`src/rtl/rsa_pkg.sv`:
```
// Shared types for the RSA modular-exponentiation controller: FSM state
// encoding and operand-select codes driven onto the MMM datapath mux.
package rsa_pkg;

    typedef enum logic [3:0] {
        ST_IDLE       = 4'd0,
        ST_PRE_MAP    = 4'd1,
        ST_MAP        = 4'd2,
        ST_POST_MAP   = 4'd3,
        ST_PRE_MMM    = 4'd4,
        ST_MMM        = 4'd5,
        ST_POST_MMM   = 4'd6,
        ST_PRE_REMAP  = 4'd7,
        ST_REMAP      = 4'd8,
        ST_POST_REMAP = 4'd9,
        ST_DONE       = 4'd10
    } state_t;

    localparam logic [1:0] SEL1_MAP   = 2'b00;
    localparam logic [1:0] SEL1_ROUND = 2'b01;
    localparam logic [1:0] SEL1_REMAP = 2'b10;

endpackage

```
`src/rtl/rsa_modexp_ctrl.sv`:
```
// Control FSM for right-to-left square-and-multiply over a bit-serial
// Montgomery multiplier: map phase, one MMM round per exponent bit, remap.
module rsa_modexp_ctrl
    import rsa_pkg::*;
#(
    parameter int unsigned NBITS      = 8,
    parameter int unsigned EXP_WIDTH  = 10,
    parameter bit          EARLY_EXIT = 1'b0
) (
    input  logic                 clk,
    input  logic                 rstb,
    input  logic                 ena,
    input  logic                 start,
    input  logic                 abort,
    input  logic [EXP_WIDTH-1:0] expE,
    output logic                 rst_mmm,
    output logic                 ld_a,
    output logic                 ld_r,
    output logic                 lock1,
    output logic                 lock2,
    output logic [1:0]           sel1,
    output logic                 sel2,
    output logic                 busy,
    output logic                 eoc
);

    localparam int unsigned STEP_W  = $clog2(NBITS + 1);
    localparam int unsigned ROUND_W = $clog2(EXP_WIDTH + 1);
    localparam logic [STEP_W-1:0]  STEP_LAST  = STEP_W'(NBITS);
    localparam logic [ROUND_W-1:0] ROUND_LAST = ROUND_W'(EXP_WIDTH - 1);

    state_t                 state, state_nxt;
    logic [STEP_W-1:0]      step_cnt, step_nxt;
    logic [ROUND_W-1:0]     round_cnt, round_nxt;
    logic [EXP_WIDTH-1:0]   exp_reg, exp_nxt;
    logic [EXP_WIDTH-1:0]   exp_shr;
    logic                   step_last;
    logic                   rounds_over;

    assign exp_shr     = exp_reg >> 1;
    assign step_last   = (step_cnt == STEP_LAST);
    assign rounds_over = (round_cnt == ROUND_LAST) || (EARLY_EXIT && (exp_shr == '0));

    // State, counters and exponent shifter; ena freezes everything
    always_ff @(posedge clk or negedge rstb) begin
        if (!rstb) begin
            state     <= ST_IDLE;
            step_cnt  <= '0;
            round_cnt <= '0;
            exp_reg   <= '0;
        end else if (ena) begin
            state     <= state_nxt;
            step_cnt  <= step_nxt;
            round_cnt <= round_nxt;
            exp_reg   <= exp_nxt;
        end
    end

    // Next-state and counter update; abort overrides every transition
    always_comb begin
        state_nxt = state;
        step_nxt  = step_cnt;
        round_nxt = round_cnt;
        exp_nxt   = exp_reg;
        unique case (state)
            ST_IDLE, ST_DONE: begin
                if (start) begin
                    exp_nxt   = expE;
                    state_nxt = ST_PRE_MAP;
                end
            end
            ST_PRE_MAP: begin
                step_nxt  = '0;
                state_nxt = ST_MAP;
            end
            ST_MAP: begin
                if (step_last) state_nxt = ST_POST_MAP;
                else           step_nxt  = step_cnt + STEP_W'(1);
            end
            ST_POST_MAP: begin
                round_nxt = '0;
                state_nxt = ST_PRE_MMM;
            end
            ST_PRE_MMM: begin
                step_nxt  = '0;
                state_nxt = ST_MMM;
            end
            ST_MMM: begin
                if (step_last) state_nxt = ST_POST_MMM;
                else           step_nxt  = step_cnt + STEP_W'(1);
            end
            ST_POST_MMM: begin
                exp_nxt   = exp_shr;
                round_nxt = round_cnt + ROUND_W'(1);
                state_nxt = rounds_over ? ST_PRE_REMAP : ST_PRE_MMM;
            end
            ST_PRE_REMAP: begin
                step_nxt  = '0;
                state_nxt = ST_REMAP;
            end
            ST_REMAP: begin
                if (step_last) state_nxt = ST_POST_REMAP;
                else           step_nxt  = step_cnt + STEP_W'(1);
            end
            ST_POST_REMAP: state_nxt = ST_DONE;
            default:       state_nxt = ST_IDLE;
        endcase
        if (abort) begin
            state_nxt = ST_IDLE;
            step_nxt  = '0;
            round_nxt = '0;
            exp_nxt   = '0;
        end
    end

    // Datapath controls decoded from state and current exponent bit
    always_comb begin
        rst_mmm = 1'b0;
        ld_a    = 1'b0;
        ld_r    = 1'b0;
        lock1   = 1'b0;
        lock2   = 1'b0;
        sel1    = SEL1_MAP;
        sel2    = 1'b0;
        busy    = 1'b0;
        eoc     = 1'b0;
        unique case (state)
            ST_PRE_MAP, ST_MAP, ST_POST_MAP: begin
                rst_mmm = 1'b1;
                ld_a    = (state == ST_PRE_MAP);
                ld_r    = (state == ST_POST_MAP);
                lock1   = 1'b1;
                lock2   = 1'b1;
                busy    = 1'b1;
            end
            ST_PRE_MMM, ST_MMM, ST_POST_MMM: begin
                rst_mmm = 1'b1;
                ld_a    = (state == ST_PRE_MMM);
                ld_r    = (state == ST_POST_MMM);
                lock1   = exp_reg[0];
                lock2   = 1'b1;
                sel1    = SEL1_ROUND;
                sel2    = 1'b1;
                busy    = 1'b1;
            end
            ST_PRE_REMAP, ST_REMAP, ST_POST_REMAP: begin
                rst_mmm = 1'b1;
                ld_a    = (state == ST_PRE_REMAP);
                ld_r    = (state == ST_POST_REMAP);
                lock1   = 1'b1;
                sel1    = SEL1_REMAP;
                sel2    = 1'b1;
                busy    = 1'b1;
            end
            ST_DONE: begin
                rst_mmm = 1'b1;
                lock1   = 1'b1;
                sel1    = SEL1_REMAP;
                sel2    = 1'b1;
                eoc     = 1'b1;
            end
            default: ;
        endcase
    end

endmodule

```
`config.mk`:
```
export PLATFORM = sky130hd
export DESIGN_NAME = rsa_modexp_ctrl
export DESIGN_NICKNAME = d
export VERILOG_FILES = /design/src/rtl/rsa_pkg.sv /design/src/rtl/rsa_modexp_ctrl.sv
export SDC_FILE = /design/constraint.sdc
export NUM_CORES = 1
export LEC_CHECK = 0
export ABC_CLOCK_PERIOD_IN_PS = 2500
export BUFFER_PORTS_ARGS = -buffer_cell sky130_fd_sc_hd__buf_4
export CAP_MARGIN = 25
export CORE_ASPECT_RATIO = 0.75
export CORE_MARGIN = 2
export CORE_UTILIZATION = 56
export DETAILED_ROUTE_END_ITERATION = 12
export PLACE_DENSITY = 0.79
export SLEW_MARGIN = 20
export SYNTH_ARGS = -nofsm -noshare
export SYNTH_HDL_FRONTEND = slang
export SYNTH_SLANG_ARGS = --single-unit
```
`constraint.sdc`:
```
create_clock -name clk -period 2.5 [get_ports clk]
set_clock_uncertainty 0.1 [all_clocks]
set_input_delay 0.125 -clock clk [delete_from_list [all_inputs] [get_ports clk]]
set_output_delay 0.125 -clock clk [all_outputs]
set_load 0.05 [all_outputs]
```
==> metrics.sh <==
FINAL_PERIOD_MINUS_WORST_SETUP_SLACK_PS=2139
NUMBER_OF_ANTENNA_CELLS_INSERTED=0
SLEW_VIOLATIONS=0
CRIT_PATH_MAX_FANOUT=18
FIN_TNS_SETUP_PS=0
PWR_DENSITY_CELL_nW_PER_UM2=681.0
GRT_USE_TOTAL=0.2508
GRT_SETUP_UNREPAIRED='false'
LEADING_AREA_CONTRIBUTOR_AFTER_SYNTHESIS='dfrtp_1'
CRITICAL_PATH.ENDPOINT_TYPE='flop'
NETLIST-CELL-TYPE-COUNT=47
START_UTIL=0.6001
DPL_WORST_SLACK_PS=387.4
WORST_HOLD_PATH_TYPE='input port to flop'
LAYOUT.CELLS.MOST_COMMON='buf_4'
MAX_SLEW_MARGIN=0.6051
OVERFLOW=0
POSTLAYOUTCELLAREA_UM2=1856
TIMING.FINAL.SETUP_VIOLATIONS=0
SYNTH.AREA.TOP_CELLS='dfrtp_1 34%, mux2_2 7.0%, nand2_1 6.3%'
DIE_WIDTH_UM=65.68
FLIP_FLOP_COUNT_OF_THE_LARGEST_REGISTER_ALL_COPIES_AND_WORDS_ADDED=10
DIE_H_UM=50.26
P_LEAK_uW=0.0008361
DRT-TOTAL-WL_MM=3.760
SYN_INST=181
CLKSINKCOUNT=22
P_TOTAL_uW=1264
FINAL_WORST_SLACK_PS=360.5
NUMBER_OF_H_TREE_LEVELS=1
ROUTABILITYCONGESTION=0.9163
CLKLATENCYLATEPIN_PS=260
GRT_PASS1_WL_MM=6.423
DIE-AREA_UM2=3301
WORST-ENDPOINT-REQUIRED_PS=2570
DRC_ERRORS=0
UTILIZATION=0.6969
CORE_UM2=2663
STATUS='complete, no violations'
SYNTH.TOP_CELL.AREA_SHARE=0.3446
CLOCK_ROOT_CELL='clkbuf_8'
MAX_VDD_DROP_mV=0.4277
HOLD_VIOL_FINAL=0
NUM-NETS-FINAL=223
AREA_DELTA_SYNTH_FINAL_PCT=16.13
FLOORPLAN.ROWS=16
GRT_MAX_DEGREE=24
WORSTMARGINPINSLEW_PS=592.4
CTS.CLK_SLEW.WORST_PATHS_PS=80
POST_CTS.RESIZED_INSTANCES=0
POSTSYNTHNETCOUNT=200
POST_SYNTH_INSTANCE_AREA_UM2=1598
POSTSYNTHREGISTERBITS=22
SYNTH.YOSYS.WARNINGS=0
CLOCK.FMAX_MHz=467.4
TRITONCTS='done'
TIMING.CRITICAL_PATH.ARRIVAL_PS=2210
VIAS=1447
DETAILED_PLACE.AREA_UM2=1804
FIRST_GLOBAL_VIAS=1283
POSTCTSSETUPREPAIRBUFS=0
DRTANTENNAVIOLNETS=0
TIMING.CRITICAL_PATH.FROM_TYPE='flop'
ROUTE.DETAILED.WL_PER_INST_UM=15.80
FINAL.PERIOD_UTILIZATION=0.8558
SYN_AVG_CELL_AREA_UM2=8.828
CLOCK_PATH_BUFFERS=2
AVGVIACOUNTPERCELL=6.080
PIN_COUNT=25
HPWL_MM=2.777
DRT_PRE_ANTENNA_ITERS=4
MOSTFREQUENTLAYOUTCELLS='30 x buf_4, 27 x nand2_1, 22 x dfrtp_1, 12 x a21oi_1, 11 x o21ai_0'
CTS_BUFFERS=3
CAP_VIOL_MAX_COUNT=0
SYNTH-SEQ-AREA-SHARE=0.3446
FINAL_LAYOUT_SIZE_SUFFIX_GT1_FRAC=0.2376
NUMBER_OF_ANTENNA_VIOLATIONS_AT_THE_FIRST_CHECK_IN_GLOBAL_ROUTING=0
INITIALDRTVIOLATIONCOUNT=135
SETUP.WORST_PATH.CLASS='flop to flop'
IO_BUFFERS=24
routing by layer:
metal  GRT usage  vias up  routed length [um]
met2      0.3754       34                1820
met5           0        -                   0
li1            -      701                   -
met1      0.3773      710                1753
met4     0.03819        0                  13
met3     0.05605        2                 172
report_power, final:
part | switching [uW] | internal [uW] | total, uW
sequential | 60.9 | 404 | 465
clock | 107 | 107 | 214
combinational | 361 | 223 | 584
logic make-up after synthesis:
group / Yosys count / synth area share
XOR/XNOR: 3 / 0.02115
flip-flops: 22 / 0.3446
AND/OR/NAND/NOR: 65 / 0.2216
AO/OA/AOI/OAI: 52 / 0.2271
multiplexers: 14 / 0.09554
adder cells (fa/ha/maj): 4 / 0.03132
buffers and inverters: 21 / 0.05873
worst max-delay path, cell delays in order, from the launching register on:
cell,delay (ps)
dfrtp_1,720
xor2_2,270
a31oi_1,210
or4_4,530
o31ai_1,210
layout make-up:
type                    instances  area, um2
multi-input cells             138      953.4
flip-flops and latches         22      550.5
fillers                       220      807.0
inverters                       8      30.03
well taps                      36      45.04
repair buffers                 31      235.2
clock buffers                   3      41.29
cells in the mapped netlist (all sizes together):
library cell / count
a211oi: 3
a21boi: 1
a21o: 1
a21oi: 12
a221o: 1
a221oi: 1
a22oi: 1
a311oi: 2
a31oi: 6
and2: 2
and2b: 1
and3: 2
and3b: 2
buf: 7
clkbuf: 6
clkinv: 1
dfrtp: 22
ha: 4
inv: 7
mux2: 10
mux2i: 4
nand2: 27
nand2b: 5
nand3: 5
nand3b: 1
nand4bb: 2
nor2: 6
nor2b: 3
nor3: 4
nor4bb: 1
o21ai: 12
o221ai: 1
o2bb2ai: 1
o31ai: 6
o32ai: 1
o41a: 1
o41ai: 2
or3: 1
or4: 1
or4b: 2
xnor2: 1
xor2: 2
metrics by stage:
stage          hold WS [ps]  cells
2_1_floorplan        -270.6    181
3_3_place_gp         -77.29    234
3_5_place_dp         -64.19    234
4_1_cts               69.56    238
5_1_grt               74.58    238
6_report              72.80    238
worst paths after layout:
kind,startpoint,end,cells after the start,slack (ps)
min reg2reg,round_cnt[3]$_DFFE_PN0P_,round_cnt[3]$_DFFE_PN0P_,1,400
max,state[0]$_DFFE_PN0P_,round_cnt[3]$_DFFE_PN0P_,4,360
min,ena,step_cnt[2]$_DFFE_PN0P_,2,70
min in group asynchronous,rstb,state[0]$_DFFE_PN0P_,2,180
max in group asynchronous,rstb,step_cnt[1]$_DFFE_PN0P_,2,1880
max reg2reg,state[0]$_DFFE_PN0P_,round_cnt[3]$_DFFE_PN0P_,4,360
timing repair:
| item | in CTS | in global routing |
|---|---|---|
| hold buffers | 1 | 0 |
| endpoints found under the setup margin | 0 | 0 |
| hold endpoints to repair | 22 | 0 |
Power figures use the tool's default switching activity.
